$ cat config.mk
export PLATFORM = sky130hd
export DESIGN_NAME = ib_mac_8x8_flat
export DESIGN_NICKNAME = d
export VERILOG_FILES = /design/src/rtl/ib_pkg.sv /design/src/rtl/ib_mac_8x8_if.sv /design/src/rtl/ib_mac_8x8.sv /design/src/flat_wrapper.sv
export SDC_FILE = /design/constraint.sdc
export NUM_CORES = 1
export LEC_CHECK = 0
export ABC_AREA = 1
export BUFFER_PORTS_ARGS = -buffer_cell sky130_fd_sc_hd__buf_2
export CORE_MARGIN = 2
export CORE_UTILIZATION = 50
export CTS_CLUSTER_DIAMETER = 60
export CTS_CLUSTER_SIZE = 30
export DETAILED_ROUTE_END_ITERATION = 8
export MAX_ROUTING_LAYER = met4
export PLACE_DENSITY = 0.71
export SLEW_MARGIN = 0
export SYNTH_ARGS = -nofsm -noshare
export SYNTH_HDL_FRONTEND = slang
export SYNTH_SLANG_ARGS = --single-unit
$ cat constraint.sdc
create_clock -name i_clk -period 6.2 [get_ports i_clk]
set_input_delay 0.93 -clock i_clk [delete_from_list [all_inputs] [get_ports i_clk]]
set_output_delay 0.93 -clock i_clk [all_outputs]
set_load 0.02 [all_outputs]
$ cat src/rtl/ib_pkg.sv
// Shared definitions for the ib multiply-accumulate slice: state encoding and operand widths.
package ib_pkg;

  localparam int IB_MUL_W  = 8;
  localparam int IB_PROD_W = 2 * IB_MUL_W;

  typedef enum logic [2:0] {
    IDLE  = 3'd0,
    START = 3'd1,
    WAIT  = 3'd2,
    ACC   = 3'd3,
    OUT   = 3'd4
  } ib_mac_state_t;

endpackage

$ cat src/rtl/ib_mac_8x8_if.sv
// Operand stream, multiplier start/done pair and result bus of the ib_mac_8x8 stage.
interface ib_mac_8x8_if #(
  parameter int ACC_W = 24
);
  import ib_pkg::*;

  logic                 i_valid;
  logic                 o_ready;
  logic [IB_MUL_W-1:0]  i_a;
  logic [IB_MUL_W-1:0]  i_b;
  logic                 o_mul_start;
  logic [IB_MUL_W-1:0]  o_mul_a;
  logic [IB_MUL_W-1:0]  o_mul_b;
  logic [IB_PROD_W-1:0] i_mul_c;
  logic                 i_mul_done;
  logic [ACC_W-1:0]     o_sum;
  logic                 o_sum_valid;
  logic                 o_busy;

  // The accumulator stage is the slave; the surrounding source/multiplier/sink is the master.
  modport slave (
    input  i_valid, i_a, i_b, i_mul_c, i_mul_done,
    output o_ready, o_mul_start, o_mul_a, o_mul_b, o_sum, o_sum_valid, o_busy
  );

  modport master (
    output i_valid, i_a, i_b, i_mul_c, i_mul_done,
    input  o_ready, o_mul_start, o_mul_a, o_mul_b, o_sum, o_sum_valid, o_busy
  );

endinterface

$ cat src/rtl/ib_mac_8x8.sv
// Sequences operand pairs into an external 8x8 multiplier and accumulates N products
// into a dot-product result presented with a one-cycle valid pulse.
module ib_mac_8x8
  import ib_pkg::*;
#(
  parameter int N     = 8,
  parameter int ACC_W = 24,
  parameter int GUARD = 1
) (
  input  logic        i_clk,
  input  logic        i_rst,
  ib_mac_8x8_if.slave bus
);

  localparam logic [7:0] LAST_IDX   = 8'(N - 1);
  localparam logic [7:0] GUARD_INIT = 8'(GUARD);

  ib_mac_state_t        state;
  ib_mac_state_t        next_state;
  logic [IB_MUL_W-1:0]  mul_a;
  logic [IB_MUL_W-1:0]  mul_b;
  logic [7:0]           guard_cnt;
  logic [IB_PROD_W-1:0] prod_q;
  logic [ACC_W-1:0]     acc;
  logic [ACC_W-1:0]     acc_next;
  logic [7:0]           count;
  logic [ACC_W-1:0]     sum;

  assign acc_next = acc + ACC_W'(prod_q);

  always_ff @(posedge i_clk or posedge i_rst) begin
    if (i_rst) begin
      state <= IDLE;
    end else begin
      state <= next_state;
    end
  end

  always_comb begin
    next_state = state;
    case (state)
      IDLE:    if (bus.i_valid) next_state = START;
      START:   next_state = WAIT;
      WAIT:    if ((guard_cnt == 8'd0) && bus.i_mul_done) next_state = ACC;
      ACC:     next_state = (count == LAST_IDX) ? OUT : IDLE;
      OUT:     next_state = IDLE;
      default: next_state = IDLE;
    endcase
  end

  always_comb begin
    bus.o_ready     = (state == IDLE);
    bus.o_mul_start = (state == START);
    bus.o_sum_valid = (state == OUT);
    bus.o_busy      = (state != IDLE);
  end

  // o_sum is loaded on the last ACC so it is already stable in the OUT cycle
  always_ff @(posedge i_clk or posedge i_rst) begin
    if (i_rst) begin
      mul_a     <= '0;
      mul_b     <= '0;
      guard_cnt <= '0;
      prod_q    <= '0;
      acc       <= '0;
      count     <= '0;
      sum       <= '0;
    end else begin
      case (state)
        IDLE: begin
          if (bus.i_valid) begin
            mul_a <= bus.i_a;
            mul_b <= bus.i_b;
          end
        end
        START: guard_cnt <= GUARD_INIT;
        WAIT: begin
          if (guard_cnt != 8'd0) begin
            guard_cnt <= guard_cnt - 8'd1;
          end else if (bus.i_mul_done) begin
            prod_q <= bus.i_mul_c;
          end
        end
        ACC: begin
          acc   <= acc_next;
          count <= count + 8'd1;
          if (count == LAST_IDX) begin
            sum <= acc_next;
          end
        end
        OUT: begin
          acc   <= '0;
          count <= '0;
        end
        default: ;
      endcase
    end
  end

  assign bus.o_mul_a = mul_a;
  assign bus.o_mul_b = mul_b;
  assign bus.o_sum   = sum;

endmodule

$ cat src/flat_wrapper.sv
// flat-port wrapper written by rule: the top's interface ports become plain ports
module ib_mac_8x8_flat import ib_pkg::*;
#(
  parameter int N     = 8,
  parameter int ACC_W = 24,
  parameter int GUARD = 1
)
  (i_clk, i_rst, bus_i_valid, bus_i_a, bus_i_b, bus_i_mul_c, bus_i_mul_done, bus_o_ready, bus_o_mul_start, bus_o_mul_a, bus_o_mul_b, bus_o_sum, bus_o_sum_valid, bus_o_busy);
  ib_mac_8x8_if #(.ACC_W(ACC_W)) bus_i ();
  input  logic i_clk;
  input  logic i_rst;
  input wire logic [$bits(bus_i.i_valid)-1:0] bus_i_valid;
  input wire logic [$bits(bus_i.i_a)-1:0] bus_i_a;
  input wire logic [$bits(bus_i.i_b)-1:0] bus_i_b;
  input wire logic [$bits(bus_i.i_mul_c)-1:0] bus_i_mul_c;
  input wire logic [$bits(bus_i.i_mul_done)-1:0] bus_i_mul_done;
  output wire logic [$bits(bus_i.o_ready)-1:0] bus_o_ready;
  output wire logic [$bits(bus_i.o_mul_start)-1:0] bus_o_mul_start;
  output wire logic [$bits(bus_i.o_mul_a)-1:0] bus_o_mul_a;
  output wire logic [$bits(bus_i.o_mul_b)-1:0] bus_o_mul_b;
  output wire logic [$bits(bus_i.o_sum)-1:0] bus_o_sum;
  output wire logic [$bits(bus_i.o_sum_valid)-1:0] bus_o_sum_valid;
  output wire logic [$bits(bus_i.o_busy)-1:0] bus_o_busy;
  assign bus_i.i_valid = bus_i_valid;
  assign bus_i.i_a = bus_i_a;
  assign bus_i.i_b = bus_i_b;
  assign bus_i.i_mul_c = bus_i_mul_c;
  assign bus_i.i_mul_done = bus_i_mul_done;
  assign bus_o_ready = bus_i.o_ready;
  assign bus_o_mul_start = bus_i.o_mul_start;
  assign bus_o_mul_a = bus_i.o_mul_a;
  assign bus_o_mul_b = bus_i.o_mul_b;
  assign bus_o_sum = bus_i.o_sum;
  assign bus_o_sum_valid = bus_i.o_sum_valid;
  assign bus_o_busy = bus_i.o_busy;
  ib_mac_8x8 #(.N(N), .ACC_W(ACC_W), .GUARD(GUARD)) u_core (.i_clk(i_clk), .i_rst(i_rst), .bus(bus_i));
endmodule
==> results of run 1 <==
## cells by family after synthesis
family                     share of synthesized area [%]
adders and majority gates                           4.51
muxes                                               3.32
buffers and inverters                               8.94
and+or+nand+nor                                     28.5
DFF                                                 45.6
AOI/OAI and AO/OA                                   7.00
xor gates and xnor gates                            2.10
## power by group through the flow
stage | combinational, mW | clock (mW) | sequential (mW)
final | 1.42 | 0.449 | 1.01
after global routing | 1.61 | 0.488 | 1.04
after floorplan | 0.990 | 0 | 1.09
after detailed placement | 1.43 | 0 | 1.02
after global placement | 1.39 | 0 | 1.01
after CTS | 1.43 | 0.462 | 1.01
## how the worst min path moves through the flow
stage          slack (ns)                           endpoint                              from  depth (start not counted)
3_3_place_gp         0.46   u_core.bus.o_sum[12]$_DFFE_PP0P_  u_core.bus.o_sum[12]$_DFFE_PP0P_                          2
4_1_cts              0.48  u_core.bus.o_mul_a[6]$_DFFE_PP0P_                             i_rst                          2
6_report             0.48    u_core.bus.o_sum[9]$_DFFE_PP0P_   u_core.bus.o_sum[9]$_DFFE_PP0P_                          2
2_1_floorplan        0.46         u_core.acc[12]$_DFFE_PP0P_        u_core.acc[12]$_DFFE_PP0P_                          2
3_5_place_dp         0.46    u_core.bus.o_sum[9]$_DFFE_PP0P_   u_core.bus.o_sum[9]$_DFFE_PP0P_                          2
5_1_grt              0.50  u_core.bus.o_mul_a[1]$_DFFE_PP0P_                             i_rst                          2
## cells in the final DEF, fill, tap and decap left out, types with 4 or more instances in the layout
cell type,instances
a21oi_1,11
buf_2,79
clkbuf_8,11
dfrtp_1,99
ha_1,18
inv_1,94
inv_2,7
mux2_1,9
mux2_2,7
nand2_1,251
nand3_1,47
nand3b_1,4
nand4_1,10
nor2_1,39
nor3_1,6
o21ai_0,20
o21ai_1,23
o21ai_2,6
o22ai_1,4
xnor2_1,6
xor2_1,7
## routing by layer
metal | wire length (um) | part of all wire [%] | GRT usage (%)
met4 | 241 | 2.0 | 7.42
met1 | 5550 | 46 | 28.0
met5 | 0 | 0 | -
met2 | 5780 | 48 | 38.8
met3 | 537 | 4.4 | 4.94
## worst max-delay path: stages (launching register included)
cell and delay (ns):
dfrtp_1 0.44, nor3_2 0.37, buf_2 0.24
## final cells by class
class / count / area [um2]
Sequential cell: 99 / 2480
Inverter: 104 / 395
Fill cell: 1038 / 4560
Timing Repair Buffer: 80 / 403
Clock inverter: 5 / 65.1
Tap cell: 140 / 175
Clock buffer: 11 / 151
Multi-Input combinational cell: 485 / 2470
## stage by stage
step	util, %	cells	cell area, um2	total power, mW	hold slack (ns)
2_1_floorplan	-	701	5430	2.08	0.455
5_1_grt	57.4	924	6140	3.14	0.497
6_report	57.4	924	6140	2.88	0.478
3_3_place_gp	55.3	908	5920	2.40	0.461
4_1_cts	57.4	924	6140	2.91	0.481
3_5_place_dp	55.3	908	5920	2.45	0.462
## registers in the layout, indices dropped and copies added, names as in the netlist
| name | flops |
|---|---|
| u_core.prod_q | 16 |
| u_core.guard_cnt | 8 |
| u_core.count | 8 |
| u_core.state | 3 |
| u_core.acc | 24 |
| u_core.bus.o_mul_a | 8 |
| u_core.bus.o_mul_b | 8 |
| u_core.bus.o_sum | 24 |
## Yosys cell counts, drive strengths merged, types with 6 or more instances
master / number / share of area (%)
a21oi: 11 / 1.0
buf: 10 / 1.5
dfrtp: 99 / 46
ha: 18 / 4.1
inv: 103 / 7.2
mux2: 16 / 3.3
nand2: 252 / 17
nand3: 50 / 4.9
nand4: 10 / 1.2
nor2: 40 / 2.8
nor3: 9 / 1.2
o21ai: 49 / 4.9
xnor2: 6 / 0.97
xor2: 7 / 1.1
==> results.yml, run 1 <==
setup_path:
  cp_data_required_time_ns: 5.27
  critPathCapture: "bus_o_sum_valid"
  crit_path_max_fanout: 4
  path_class: "register to output pin"
  crit_start: "u_core.state[0]$_DFFE_PP0P_"
  r2r_cells: 9
  reg2reg_to: "u_core.prod_q[13]$_DFFE_PP0P_"
  arrival_ns: 1.43
  end_kind: "output pin"
  r2r_start: "u_core.guard_cnt[0]$_DFFE_PP0P_"
  r2r_setup_slack_ns: 3.87
  startpoint_type: "register"
routing:
  postRouteAntennaNets: 0
  vias_per_cell: 4.98
  vias: 4602
  drt-wirelength-per-cell_um: 13.1
  drt_first_pass_iters: 5
  drtIter0Drc: 177
  wl_um: 12100
  drc: 0
sta:
  slew_viol_final: 0
  rsz0062_at_grt: "no"
  fin_worst_skew_ns: 0.0128
  tightest_slew_ns: 0.933
  layout_worst_path_cycle_share_pct: 38.1
  max_freq_ghz: 0.423
  final.setup.worst_slack_ns: 3.84
  hold_viol: 0
  period_minus_slack_ns: 2.36
  relSlewSlack_pct: 37.8
  setup_violations: 0
  fin_setup_tns_ns: 0
synthesis:
  syn_inst: 701
  synth_warnings: 0
  ys_ff_latch: 99
  syn_area_mm2: 0.00543
  syn_area_per_cell_um2: 7.75
  synth_edf_count: 0
  ys_seq_area_share_pct: 45.6
  synth_flop_cell: "dfrtp_1"
  ys_types: 36
  syn_nets: 756
  ys_async_sr_fraction_pct: 100
place:
  place_ws_ns: 3.89
  gp_congestion: 0.923
  dp_hpwl_um: 9000
  io_buffers: 79
clock_network:
  post_cts_buffers: 0
  cts_made_buffers: 9
  clockBufferDepth: 2
  clockRootBuffer: "clkbuf_8"
  cts-resized-gates: 0
  clock_latency_ns: 0.39
  cts_max_level: 3
  cts_sinks: 99
  cts_tree: "yes"
  cts.clk_slew.worst_paths_ns: 0.10
  holdBufCountCts: 0
power_and_ir_drop:
  power_frac_comb_pct: 49.3
  power.share.clock_pct: 15.6
  peakVddDrop_mv: 0.288
  p_switching_mw: 1.31
  seqPwrFrac_pct: 35.1
  internal_power_mw: 1.57
  p_sw_share_pct: 45.4
  p_leak_nw: 3.41
  powerDensity_mw_per_mm2: 470
global_route:
  grt_first_pass_wirelength_um: 20700
  grt_max_degree: 76
  track_usage_pct: 23.1
  grt_pass1_vias: 4640
  grt.overflow.total: 0
  grt_antenna_before_repair: 0
job:
  drv_cap: 0
die:
  dieArea_mm2: 0.0117
  fp.dieH_um: 108
  die_w_um: 108
  core_area_mm2: 0.0107
  initial_core_util_pct: 50.8
  top_level_ports: 80
  rows: 38
finish:
  drive_gt1_share_pct: 16.5
  nets: 834
  antenna_cells: 0
  area_growth_syn_to_layout_pct: 13.0
hold_path:
  worstHoldPathType: "register to register"
outcome:
  outcome: "completed"
Note: power is estimated with default switching activity, not from simulation.
==> run 2: changes to the inputs <==
--- a/config.mk
+++ b/config.mk
@@ -5,7 +5,7 @@
 export SDC_FILE = /design/constraint.sdc
 export NUM_CORES = 1
 export LEC_CHECK = 0
-export ABC_AREA = 1
+export ABC_AREA = 0
 export BUFFER_PORTS_ARGS = -buffer_cell sky130_fd_sc_hd__buf_2
 export CORE_MARGIN = 2
 export CORE_UTILIZATION = 50
@@ -13,7 +13,7 @@
 export CTS_CLUSTER_SIZE = 30
 export DETAILED_ROUTE_END_ITERATION = 8
 export MAX_ROUTING_LAYER = met4
-export PLACE_DENSITY = 0.71
+export PLACE_DENSITY = 0.72
 export SLEW_MARGIN = 0
 export SYNTH_ARGS = -nofsm -noshare
 export SYNTH_HDL_FRONTEND = slang
==> constraint.sdc (replaced) <==
create_clock -name i_clk -period 2.25 [get_ports i_clk]
set_input_delay 0.3375 -clock i_clk [delete_from_list [all_inputs] [get_ports i_clk]]
set_output_delay 0.3375 -clock i_clk [all_outputs]
set_load 0.02 [all_outputs]
==> results.yml, run 2 <==
finish:
  stdcell_count: 748
  antenna_cells: 0
  area_growth_syn_to_layout_pct: 21.2
  final_area_mm2: 0.00629
  finish.utilization_pct: 61.7
  fillers: 893
  ff_latch_area_mm2: 0.00248
  layout_common_cells: "dfrtp_1 (99), buf_2 (79), nand2_1 (58)"
  mostFrequentLayoutCell: "dfrtp_1"
  nets: 662
  drive_gt1_share_pct: 32.0
  multi_input_area_mm2: 0.00271
outcome:
  violations: "setup timing"
  outcome: "finished with violations"
routing:
  drc: 0
  vias: 4351
  drt_first_pass_iters: 5
  vias_per_cell: 5.82
  drt-wirelength-per-cell_um: 16.7
  wl_um: 12500
  postRouteAntennaNets: 0
  drtIter0Drc: 269
setup_path:
  path_cells: "ha_2, fa_2, a21o_1, a221oi_2, a211o_1, a21oi_2, a32o_1, a31o_1"
  startpoint_type: "register"
  path_class: "register to register"
  crit_path_max_fanout: 3
  slowest_delay_ns: 0.41
  arrival_ns: 2.64
  cp_slowest_cell: "dfrtp_1"
  cp_data_required_time_ns: 2.52
  end_kind: "register"
sta:
  hold_viol: 0
  setup_violations: 11
  relSlewSlack_pct: 60.3
  period_minus_slack_ns: 2.36
  final.setup.worst_slack_ns: -0.111
  max_freq_ghz: 0.424
  tightest_slew_ns: 0.595
  layout_worst_path_cycle_share_pct: 105
  rsz0062_at_grt: "yes"
  slew_viol_final: 0
  fin_worst_skew_ns: 0.0135
synthesis:
  synth_fa_ha_area_share_pct: 4.73
  synthSimpleGateAreaFrac_pct: 13.7
  synth_flop_cell: "dfrtp_1"
  synth_top_area_cell: "dfrtp_1"
  ys_seq_area_share_pct: 47.8
  synth_warnings: 0
  syn_area_per_cell_um2: 10.2
  syn_inst: 509
  synth_edf_count: 0
  syn_area_mm2: 0.00519
  yosysTopAreaCellShare_pct: 47.8
  synth_common_cells: "dfrtp_1 (99), nand2_1 (58), o21ai_0 (40)"
  yosysMostFrequentCell: "dfrtp_1"
  ys_ff_latch: 99
  ys_top_cells_by_area: "dfrtp_1 (48%), mux2_2 (7.8%), ha_1 (4.3%), nand2_1 (4.2%), o21ai_0 (3.9%)"
  synth_compound_area_share_pct: 19.1
  synth_top_family_by_area: "compound AO/OA/AOI/OAI gates"
  ys_async_sr_fraction_pct: 100
  ys_types: 60
  syn_nets: 564
  synth-xor-area-share_pct: 2.70
  synth.mux.area_fraction_pct: 8.78
clock_network:
  cts.clk_slew.worst_paths_ns: 0.10
  holdBufCountCts: 0
  cts_made_buffers: 9
  cts_max_level: 3
  clockRootBuffer: "clkbuf_8"
  clock_latency_ns: 0.38
  cts_sinks: 99
  clockBufferDepth: 2
  cts_tree: "yes"
global_route:
  grt.overflow.total: 0
  grt_pass1_vias: 4301
  grt_first_pass_wirelength_um: 20300
  track_usage_pct: 23.4
  grt_antenna_before_repair: 0
  grt_max_degree: 49
die:
  dieArea_mm2: 0.0112
  rows: 37
  initial_core_util_pct: 50.9
  die_w_um: 106
  top_level_ports: 80
  fp.dieH_um: 106
  core_area_mm2: 0.0102
job:
  drv_cap: 0
power_and_ir_drop:
  seqPwrFrac_pct: 34.4
  p_leak_nw: 2.99
  p_switching_mw: 3.45
  power.share.clock_pct: 13.0
  internal_power_mw: 4.67
  powerDensity_mw_per_mm2: 1290
  power_frac_comb_pct: 52.5
  p_sw_share_pct: 42.5
  peakVddDrop_mv: 0.744
place:
  gp_congestion: 0.883
  placed_cells: 728
  place_ws_ns: -0.110
  place_area_mm2: 0.00592
  dp_hpwl_um: 8770
  io_buffers: 79
hold_path:
  worstHoldPathType: "input port to asynchronous set/reset pin"
==> run 2: changes by cell type after synthesis, moves of 16 or more <==
| cell | delta |
|---|---|
| nand2_1 | -193 |
| inv_1 | -82 |
| o21ai_1 | -19 |
| mux2_2 | +29 |
| a21oi_1 | +16 |
| o21ai_0 | +20 |
| nand3_1 | -38 |
==> run 2: through the flow <==
step | TNS, ns | hold WS [ns] | power [mW]
finish | -0.782 | 0.0172 | 8.13
CTS | -0.341 | 0.0134 | 7.98
detailed placement | -0.401 | 0.428 | 6.74
global route | -1.54 | 0.0470 | 8.72
floorplan | -0.0358 | 0.448 | 5.55
global placement | -0.0862 | 0.414 | 6.58
==> run 2: repair_timing <==
item / CTS / global route
setup buffers: 2 / 2
resized for setup: 15 / 22
pin swaps: 10 / 13
gates cloned: 0 / 0
endpoints found under the setup margin: 14 / 27
endpoints found under the hold margin: 0 / 0
==> run 2: metal layers <==
layer / track usage (%) / wire length (um)
met2: 38.9 / 6420
met4: 6.67 / 244
met1: 28.7 / 5330
met3: 5.38 / 479
met5: - / 0
==> run 2: cell families after synthesis <==
logic type      count (synthesis)
compound gates                147
xor+xnor                       16
fa+ha+maj                      19
buf+inv                        40
flops                          99
mux                            41
simple gates                  147
==> run 2: worst max-delay path, delay by kind of cell (launching register included) <==
| family | cells | cell delay [ns] |
|---|---|---|
| AO/OA/AOI/OAI | 6 | 1.30 |
| adder cells (fa/ha/maj) | 2 | 0.53 |
| flip-flops | 1 | 0.41 |
==> run 2: power groups by stage <==
stage	Clock [mW]	Sequential, mW	Combinational, mW
6_report	1.06	2.80	4.27
5_1_grt	1.17	2.87	4.69
2_1_floorplan	0	2.92	2.63
4_1_cts	1.09	2.79	4.10
3_5_place_dp	0	2.79	3.95
3_3_place_gp	0	2.75	3.83
==> run 2: layout make-up <==
class | count | area share [%]
timing repair buffer | 113 | 11.1
tap | 136 | 2.71
multi-input combinational | 370 | 43.1
clock buffer | 10 | 2.03
clock inverter | 6 | 0.776
sequential | 99 | 39.4
inverter | 14 | 0.895
==> run 2: final timing paths <==
check,startpoint,to,slack (ns),cells past startpoint
max in group asynchronous,i_rst,u_core.prod_q[9]$_DFFE_PP0P_,1.47,3
hold reg to reg,u_core.bus.o_sum[1]$_DFFE_PP0P_,u_core.bus.o_sum[1]$_DFFE_PP0P_,0.48,2
min in group i_clk,bus_i_b[2],u_core.bus.o_mul_b[2]$_DFFE_PP0P_,0.19,2
hold / removal,i_rst,u_core.guard_cnt[2]$_DFFE_PP0P_,0.02,2
setup / recovery,u_core.acc[0]$_DFFE_PP0P_,u_core.acc[22]$_DFFE_PP0P_,-0.11,8
setup reg to reg,u_core.acc[0]$_DFFE_PP0P_,u_core.acc[22]$_DFFE_PP0P_,-0.11,8
